<file path="config.mk">
export PLATFORM = sky130hd
export DESIGN_NAME = fetch_stage
export DESIGN_NICKNAME = d
export VERILOG_FILES = /design/src/rtl/fetch_stage.sv
export SDC_FILE = /design/constraint.sdc
export NUM_CORES = 1
export LEC_CHECK = 0
export ABC_AREA = 1
export BUFFER_PORTS_ARGS = -buffer_cell sky130_fd_sc_hd__buf_2
export CAP_MARGIN = 10
export CORE_MARGIN = 1.5
export CORE_UTILIZATION = 40
export CTS_CLUSTER_DIAMETER = 120
export DETAILED_ROUTE_END_ITERATION = 10
export PLACE_DENSITY = 0.72
export SYNTH_ARGS = -nofsm -noshare
export SYNTH_HDL_FRONTEND = slang
export SYNTH_SLANG_ARGS = --single-unit
</file>
<file path="constraint.sdc">
create_clock -name clk_i -period 1.8 [get_ports clk_i]
set_input_delay 0.18 -clock clk_i [delete_from_list [all_inputs] [get_ports clk_i]]
set_output_delay 0.18 -clock clk_i [all_outputs]
set_load 0.05 [all_outputs]
</file>
<file path="src/rtl/fetch_stage.sv">
// fetch_stage: instruction-fetch stage. Owns the PC, the single-outstanding
// instruction-memory handshake, a one-entry hold buffer for responses that
// land while decode is stalled, and the IF/ID pipeline register.
//
// Ports:
//   clk_i, rst_i              clock, synchronous active-high reset
//   stall_i                   hazard hold, IF/ID must not advance
//   pc_src_optn_i             redirect the PC to target_addr_i
//   flush_req_i               kill the IF/ID contents
//   target_addr_i             redirect target (used unmodified)
//   imem_req_valid_o/ready_i  fetch request handshake
//   imem_addr_o               fetch address (= pc_q)
//   imem_rsp_valid_i/data_i   fetch response
//   if_id_*_o                 IF/ID register (valid, pc, pc+4, instr)
//
// Optional build macro FETCH_PERF_CNT_EN adds perf_fetch_cnt_o (IF/ID loads)
// and perf_kill_cnt_o (discarded responses / hold buffers).
module fetch_stage #(
  parameter logic [31:0] RESET_PC  = 32'h0000_0000,
  parameter logic [31:0] NOP_INSTR = 32'h0000_0013
) (
  input  logic        clk_i,
  input  logic        rst_i,
  input  logic        stall_i,
  input  logic        pc_src_optn_i,
  input  logic        flush_req_i,
  input  logic [31:0] target_addr_i,
  output logic        imem_req_valid_o,
  input  logic        imem_req_ready_i,
  output logic [31:0] imem_addr_o,
  input  logic        imem_rsp_valid_i,
  input  logic [31:0] imem_rsp_data_i,
  output logic        if_id_valid_o,
  output logic [31:0] if_id_pc_o,
  output logic [31:0] if_id_pc_plus4_o,
  output logic [31:0] if_id_instr_o
`ifdef FETCH_PERF_CNT_EN
  ,
  output logic [31:0] perf_fetch_cnt_o,
  output logic [31:0] perf_kill_cnt_o
`endif
);

  typedef enum logic [1:0] {S_REQ, S_WAIT, S_HOLD, S_DROP} state_t;

  state_t      state, state_nxt;
  logic [31:0] pc_q, pc_nxt, pc_plus4;
  logic [31:0] hold_q;
  logic        load, capture;
  logic [31:0] load_instr;

  assign pc_plus4 = pc_q + 32'd4;  // modulo 2^32 wrap is intended

  // state register
  always_ff @(posedge clk_i) begin
    if (rst_i) state <= S_REQ;
    else       state <= state_nxt;
  end

  // next-state logic
  always_comb begin
    state_nxt = state;
    case (state)
      S_REQ:  if (imem_req_ready_i) state_nxt = pc_src_optn_i ? S_DROP : S_WAIT;
      S_WAIT: begin
        if (imem_rsp_valid_i) begin
          if (pc_src_optn_i || !stall_i) state_nxt = S_REQ;
          else                           state_nxt = S_HOLD;
        end else if (pc_src_optn_i) begin
          // request still in flight for the old path: its response must be eaten
          state_nxt = S_DROP;
        end
      end
      S_HOLD: if (pc_src_optn_i || !stall_i) state_nxt = S_REQ;
      S_DROP: if (imem_rsp_valid_i) state_nxt = S_REQ;
      default: state_nxt = S_REQ;
    endcase
  end

  // outputs and datapath controls
  always_comb begin
    imem_req_valid_o = (state == S_REQ);
    load       = !pc_src_optn_i && !stall_i &&
                 ((state == S_WAIT && imem_rsp_valid_i) || state == S_HOLD);
    capture    = (state == S_WAIT) && imem_rsp_valid_i && !pc_src_optn_i && stall_i;
    load_instr = (state == S_HOLD) ? hold_q : imem_rsp_data_i;
    // a redirect always wins over a sequential advance, in every state
    if (pc_src_optn_i) pc_nxt = target_addr_i;
    else if (load)     pc_nxt = pc_plus4;
    else               pc_nxt = pc_q;
  end

  assign imem_addr_o = pc_q;

  always_ff @(posedge clk_i) begin
    if (rst_i) begin
      pc_q   <= RESET_PC;
      hold_q <= NOP_INSTR;
    end else begin
      pc_q <= pc_nxt;
      if (capture) hold_q <= imem_rsp_data_i;
    end
  end

  // IF/ID register: reset > flush > stall > load/bubble
  always_ff @(posedge clk_i) begin
    if (rst_i) begin
      if_id_valid_o    <= 1'b0;
      if_id_pc_o       <= 32'h0;
      if_id_pc_plus4_o <= 32'h0;
      if_id_instr_o    <= NOP_INSTR;
    end else if (flush_req_i) begin
      if_id_valid_o <= 1'b0;
      if_id_instr_o <= NOP_INSTR;
    end else if (!stall_i) begin
      if_id_valid_o <= load;
      if (load) begin
        if_id_pc_o       <= pc_q;
        if_id_pc_plus4_o <= pc_plus4;
        if_id_instr_o    <= load_instr;
      end
    end
  end

`ifdef FETCH_PERF_CNT_EN
  logic kill;
  assign kill = (state == S_WAIT && imem_rsp_valid_i && pc_src_optn_i) ||
                (state == S_HOLD && pc_src_optn_i) ||
                (state == S_DROP && imem_rsp_valid_i);

  always_ff @(posedge clk_i) begin
    if (rst_i) begin
      perf_fetch_cnt_o <= 32'h0;
      perf_kill_cnt_o  <= 32'h0;
    end else begin
      // a flush overrides the load, so that word never reaches IF/ID
      if (load && !flush_req_i) perf_fetch_cnt_o <= perf_fetch_cnt_o + 32'd1;
      if (kill)                 perf_kill_cnt_o  <= perf_kill_cnt_o + 32'd1;
    end
  end
`endif

endmodule

</file>
==> results of run 1 <==
worst reg2reg max path, stage by stage (launching register included):
cell	delay, ns
dfxtp_2	0.37
ha_1	0.23
nand3_1	0.16
nor2_2	0.20
nand2_1	0.17
o21ai_0	0.18
nand2_1	0.10
a21oi_1	0.14
nor2_1	0.05
path summary, 6_finish.rpt:
kind | startpoint | end | slack [ns] | cells after the start
hold / removal | imem_rsp_data_i[3] | hold_q[3] | 0.02 | 3
setup / recovery | imem_addr_o[2] | imem_addr_o[20] | 0.08 | 8
hold reg to reg | hold_q[30] | hold_q[30] | 0.44 | 2
setup reg to reg | imem_addr_o[2] | imem_addr_o[20] | 0.08 | 8
through the flow:
stage                     utilization [%]  std cells  setup TNS (ns)
after floorplan                         -        985               0
after global placement               48.1       1379               0
after detailed placement             48.1       1379               0
after CTS                            51.8       1412               0
after global routing                 52.2       1415         -0.0641
final                                52.2       1415               0
repair_timing:
item,in CTS,in global routing
hold endpoints to repair,5,0
endpoints found under the setup margin,0,37
hold buffers,5,0
resized for setup,0,12
setup buffers,0,1
layer usage:
metal | vias to the layer above | GRT usage (%) | part of all wire (%)
li1 | 3586 | - | -
met1 | 3369 | 31.6 | 45
met2 | 277 | 36.1 | 46
met3 | 37 | 4.23 | 6.9
met4 | 0 | 9.32 | 2.4
met5 | - | 0 | 0
sequential cells by signal, indices dropped and copies added, names as in the netlist:
register / cells
hold_q: 32
if_id_instr_o: 32
if_id_pc_o: 32
imem_addr_o: 32
if_id_pc_plus4_o: 30
state: 2
if_id_valid_o: 1
cell usage after synthesis:
cell type,number
nand3_1,48
buf_2,14
nand2_2,1
nor3_1,2
o21a_1,9
o211ai_1,2
buf_6,2
nor2_2,2
nand2_1,219
xnor2_1,3
a31oi_1,29
clkbuf_1,40
nor2_1,134
a211oi_1,2
nand2_4,2
buf_4,8
o21ai_2,1
and2_1,1
xor2_1,11
mux2_2,4
o21ai_1,21
ha_1,1
o21ai_0,107
o311ai_0,3
a21o_1,4
o221ai_1,1
inv_2,3
dfxtp_1,161
a21oi_1,74
inv_1,76
power groups by stage:
stage	clock network, W	logic, W	registers, W
after floorplan	0	0.000914	0.00448
after global placement	0	0.00197	0.00399
final	0.00366	0.00204	0.00393
after CTS	0.00369	0.00200	0.00392
after detailed placement	0	0.00199	0.00400
after global routing	0.00385	0.00221	0.00395
layout make-up:
class | instances | share of cell area [%]
Multi-Input combinational cell | 681 | 35.7
Antenna cell | 1 | 0.0279
Inverter | 79 | 3.31
Clock inverter | 6 | 1.20
Clock buffer | 22 | 5.29
Timing Repair Buffer | 240 | 15.3
Sequential cell | 161 | 36.0
Tap cell | 225 | 3.14
logic make-up after synthesis:
kind of cell	count (synthesis)	share of synthesized area, %
buffers and inverters	143	8.57
AND/OR/NAND/NOR	409	23.2
adder cells (fa/ha/maj)	1	0.179
AO/OA/AOI/OAI	253	19.5
multiplexers	4	0.644
flip-flops	161	46.1
XOR/XNOR	14	1.75
==> summary by stage, run 1 <==
Run status
The run finished with clean final reports.

Logic synthesis
The Yosys step of the flow raised 0 warnings. In the post-synthesis netlist, the biggest area contributors are dfxtp_1 (46%), nand2_1 (12%), o21ai_0 (7.7%). Summing every instance area after synthesis gives 6990 sq um. Synthesis produced 985 cells. The library cell occupying the most area in the post-synthesis netlist is dfxtp_1. In this run the biggest area consumer among cell types represents 46.1% of the synthesized area. Synthesis produced a netlist with a net count of 1057.

Sequential elements use 46.1% of the synthesized area. Averaged over all synthesized cells, the footprint is 7.10 sq um. The number of synthesized register bits is 161. The number of different library cells used by synthesis comes to 30.

Place
The placed cell area is 8270 sq um. The congestion estimate from routability-driven global placement came to 0.893. The HPWL after detailed placement is 14700 um.

The number of I/O port buffers is 200. The worst-case setup slack after placement is 0.0514 ns.

STA
Setup violations remaining at the end of the flow were counted as 0. Timing would allow up to 0.582 GHz. The clock arrives with 0.00808 ns of skew. Counting I/O delays and the setup requirement, the final critical path takes 1.72 ns. The worst hold slack is 0.0213 ns. The final count of pins violating max slew is 0. The measured slew at the worst slew-check pin is 0.525 ns. The count of endpoints failing hold in the final timing report is 0. Setup repair after global routing could not meet its margin everywhere.

The final critical-path share of the clock period is 95.4%. The normalized max-slew margin is 65.0%. The worst-case setup margin in the final layout is 0.0833 ns.

Routing
After detailed routing, the total wire length is 21600 um. The detail-routed net length per standard cell is 15.3 um. The violation count after the first detailed-routing iteration is 753.

The first-pass detailed-route iteration total is 6. Across all layers, the routed design uses 7269 vias. For this run, design rule violations remaining after detail routing come to 0. The post-detailed-route via-to-cell ratio is 5.14. The post-route antenna net violation count is 0.

Setup path
STA classifies the critical path startpoint as a register. The peak fanout along the critical path is 5. The highest cell delay on the worst timing path is 0.37 ns. The slowest stage of the critical path is the dfxtp_2 cell. The required time of the critical path is 2.09 ns. The category of the most critical setup path is register to register. The critical path goes through ha_1, nand3_1, nor2_2, nand2_1, o21ai_0, nand2_1, a21oi_1, nor2_1.

The worst setup path is captured at a register. The kind of cell with the highest combined delay along the critical path is simple AND/OR/NAND/NOR gates. The dominant cell type by count on the critical path is nand2_1.

The count of buffer and inverter cells on the critical path is 0. The critical path arrival is 2.00 ns.

Final layout
The area used by sequential logic in the layout is 3230 sq um. The area growth from synthesis to final layout is 28.3%. In the final design database the tool counted 1252 nets. The multi-input logic area is 3200 sq um. Fill cells in the final layout number 1726.

The final instance area is 8970 sq um. Leaving out fill and tap cells, the most frequent cell in the layout is nand2_1. The library cells used most frequently in the layout, excluding fill and tap cells, are nand2_1 (219), buf_2 (199), dfxtp_1 (157), nor2_1 (127), o21ai_0 (107).

Of the cells placed in the final design, the portion with a size suffix greater than 1 is 24.1%.

Floorplan
From bottom edge to top edge, the die measures 135 um. For this configuration, the core starts out at a cell density of 40.7%. The placeable core region is 17200 sq um.

The full die area is 18300 sq um. For this design the top-level I/O count stands at 201. After floorplanning, the core was divided into 48 placement rows. The die extent in x is 135 um.

Worst hold path
The path class of the tightest hold or removal check is input pin to register.

Power
Sequential cells account for 40.8% of the total power. Overall power consumption after layout is estimated at 0.00962 W. The clock network is responsible for 38.0% of the overall power.

In this run the power spent charging and discharging nets is 0.00303 W. Cell internal power was estimated by the tool at 0.00658 W. For this design the static power due to leakage is 4.16 nW. Combinational cells account for 21.2% of the total power. The share of total power consumed by net switching is 31.5%. The power density over the cells is 1070 nW/um^2. The worst-case IR drop observed on VDD is 731 uV.

Clock tree
The level count of the clock H-tree is 4. The total clock buffers created by CTS is 17. The clock passes through at most 2 buffers. The number of sinks on the clock net is 161. Clock tree synthesis selected as its root buffer the cell clkbuf_16.

After clock tree synthesis, the clock-pin slew on the worst setup and hold paths is 0.06 ns. The clock tree from TritonCTS is built. The clock latency reported for the late side of the worst-skew pair is 0.42 ns.

Global route
The first global-routing pass estimated 33400 um of wire. After global routing the overflow that remains totals 0. The initial antenna violation count is 1. The number of global-route vias before repair is 6446. The global-route total usage across every layer is 23.1%. Entering global routing, the biggest net connects 66 pins.

Job
The number of max-cap violations is 0.
No activity file was read; power rests on OpenSTA's default activity.
==> inputs of run 2 (changes only) <==
--- a/config.mk
+++ b/config.mk
@@ -8,11 +8,11 @@
 export ABC_AREA = 1
 export BUFFER_PORTS_ARGS = -buffer_cell sky130_fd_sc_hd__buf_2
 export CAP_MARGIN = 10
-export CORE_MARGIN = 1.5
-export CORE_UTILIZATION = 40
+export CORE_MARGIN = 2
+export CORE_UTILIZATION = 52
 export CTS_CLUSTER_DIAMETER = 120
 export DETAILED_ROUTE_END_ITERATION = 10
-export PLACE_DENSITY = 0.72
+export PLACE_DENSITY = 0.88
 export SYNTH_ARGS = -nofsm -noshare
 export SYNTH_HDL_FRONTEND = slang
 export SYNTH_SLANG_ARGS = --single-unit
==> constraint.sdc (replaced) <==
create_clock -name clk_i -period 1.8 [get_ports clk_i]
set_input_delay 0.18 -clock clk_i [delete_from_list [all_inputs] [get_ports clk_i]]
set_output_delay 0.18 -clock clk_i [all_outputs]
set_load 0.01 [all_outputs]
==> run 2 against run 1 <==
Die area decreased by 21%. Flip-flop and latch count stayed put. Combinational power shrank 25%. Largest power group is now clock. Clock-buffer cell count down 2. Clock power increased by 7.4%. Core utilization rose by 15 points. First-iteration DRC count shrank 18%. Sequential power about the same. Critical endpoint is now if_id_pc_plus4_o[12]. Sequential share of layout area grew 0.12 points. Register-to-register slack improved by 0.05 ns. Via count up 2.0%. Final cell count shrank 3.5%.
==> summary by stage, run 2 (synthesis gave the netlist of run 1 again) <==
Run status
The run finished with clean final reports.

Final layout
The most common cell after layout, fill and taps aside is nand2_1. The share of layout cells above drive strength 1 is 23.7% (-0.40 points). Relative to the synthesized area, the layout overhead comes to 27.7%. The final net count is 1247 (-0.40%). In the layout the commonest cells are nand2_1 (219), buf_2 (200), dfxtp_1 (161), nor2_1 (128), o21ai_0 (106).

Setup path
STA classifies the critical path startpoint as a register. The critical path is of the register to register type. The required time of the critical path was 2.14 ns (+0.05 ns). The peak fanout along the critical path is 56 (+51). The critical path arrival is 2.01 ns (about the same). The worst setup path is captured at a register.

Place
The number of I/O port buffers is 200 (unchanged). The HPWL after detailed placement is 13700 um (-6.6%). The routability congestion estimate from global placement is 0.956 (+7.1%).

Global route
The largest net degree at the start of global routing is 75 (+14%). The number of global-route vias before repair is 6743 (+4.6%). The global-route total usage across every layer is 29.2% (+6.1 points). The initial antenna violation count came to 1 (unchanged). The total overflow reported by the global router is 0 (unchanged).

The wire length of the first global-routing pass is 33700 um (+0.85%).

Clock tree
The total clock buffers created by CTS is 17 (unchanged). The clock transition at the register clock pins on the worst setup and hold paths after CTS is 0.06 ns (about the same). The clock latency reported for the late side of the worst-skew pair came to 0.43 ns (about the same).

TritonCTS built the clock tree. The tree is rooted in a clkbuf_16. The number of sinks on the clock net came to 161 (unchanged). The level count of the clock H-tree is 4 (unchanged). The worst-case clock buffer depth came to 2 (unchanged).

Floorplan
The placeable core region is 13200 sq um (-23%). The full die area is 14400 sq um (-21%). The die extent in x is 120 um (-11%). The starting density of the core came to 53.0% (+12 points). The total I/O pin count came to 201 (unchanged).

The number of core rows is 42 (-13%). The die height is 120 um (-11%).

STA
The measured slew at the worst slew-check pin is 0.481 ns (-0.0432 ns). The final critical-path share of the clock period was 92.4% (-3.0 points). The top achievable clock speed is 0.601 GHz (+3.2%). The worst clock skew on the final layout was 0.00773 ns (-0.000350 ns).

The normalized max-slew margin is 67.9% (+2.9 points). The count of endpoints failing hold in the final timing report came to 0 (unchanged). The final count of pins violating max slew is 0 (unchanged). The clock period minus worst slack is 1.66 ns (-0.0533 ns). The final count of negative-setup-slack endpoints came to 0 (unchanged).

Setup repair after global routing left no endpoint under its margin. The final total negative setup slack was 0 ns (unchanged).

Routing
The first-pass detailed-route iteration total is 7 (+1). The number of remaining DRC errors is 0 (unchanged). The post-route antenna net violation count came to 0 (unchanged). The violation count after the first detailed-routing iteration is 618 (-18%). The post-detailed-route via-to-cell ratio is 5.43 (+5.7%).

The total wirelength of the detailed-routed design is 21000 um (-3.2%). The total number of vias is 7412 (+2.0%). The detail-routed net length per standard cell is 15.3 um (+0.39%).

Power
The post-route total power is 0.00938 W (-2.4%). The power density over the cells is 1050 nW/um^2 (-2.0%). The leakage power came to 4.16 nW (about the same). The peak ir drop on the vdd network is 748 uV (+2.4%).

Job
The number of max-cap violations is 0 (unchanged).

Worst hold path
The kind of path behind the tightest hold check is input pin to register.
## run 2: cell types whose count changed in the layout (fill, tap and decap cells not counted), moves of 2 or more
cell	delta
buf_4	-5
clkbuf_1	-2
clkinv_4	+3
dfxtp_1	+4
dfxtp_2	-4
nor2_2	-2
## run 2: final cells by class
class                           count  area, sq um
Multi-Input combinational cell    681         3210
Sequential cell                   161         3220
Clock buffer                       20          467
Tap cell                          176          220
Antenna cell                        1         2.50
Inverter                           79          299
Fill cell                        1085         4260
Clock inverter                     12          180
Timing Repair Buffer              235         1330
## run 2: timing repair
action,in CTS,in global routing
gates resized for setup,1,12
pin swaps,0,1
hold buffers,6,0
buffers inserted,0,1
endpoints found under the hold margin,6,0
endpoints found under the setup margin,3,29
cloned,0,0
## run 2: path summary, 6_finish.rpt
path,slack [ns],to,startpoint,cells after the start
worst min register to register,0.45,hold_q[30],hold_q[30],2
worst max-delay path,0.14,if_id_pc_plus4_o[12],state[0],7
worst min-delay path,0.01,hold_q[11],imem_rsp_data_i[11],3
worst max register to register,0.14,if_id_pc_plus4_o[12],state[0],7
## run 2: worst max-delay path: stages (launching register included)
cell	delay [ns]
dfxtp_1	0.42
nand2_1	0.12
o21ai_2	0.17
nand2_4	0.11
nor2_4	0.19
buf_12	0.27
nand2_1	0.10
a21oi_1	0.18
## run 2: routing by layer
| metal | GRT usage, % | part of all wire [%] | vias up |
|---|---|---|---|
| met3 | 5.66 | 8.6 | 55 |
| met1 | 38.3 | 41 | 3407 |
| met4 | 12.3 | 2.6 | 0 |
| li1 | - | - | 3581 |
| met2 | 47.2 | 47 | 369 |
| met5 | 0 | 0 | - |
## run 2: power breakdown
part | switching, W | internal (W) | total (W)
logic | 0.000993 | 0.000536 | 0.00153
clock network | 0.00149 | 0.00244 | 0.00393
registers | 0.000155 | 0.00377 | 0.00392
## run 2: per-stage QoR
stage	std cells	worst slack (ns)	utilization [%]	cell area, sq um	hold WS (ns)
after floorplan	985	0.189	-	6990	0.293
after CTS	1363	0.0697	67.4	8880	0.00720
after global placement	1325	0.111	62.0	8170	0.400
after global routing	1365	0.00153	67.7	8930	0.0296
final	1365	0.137	67.7	8930	0.0145
after detailed placement	1325	0.0584	62.0	8170	0.403
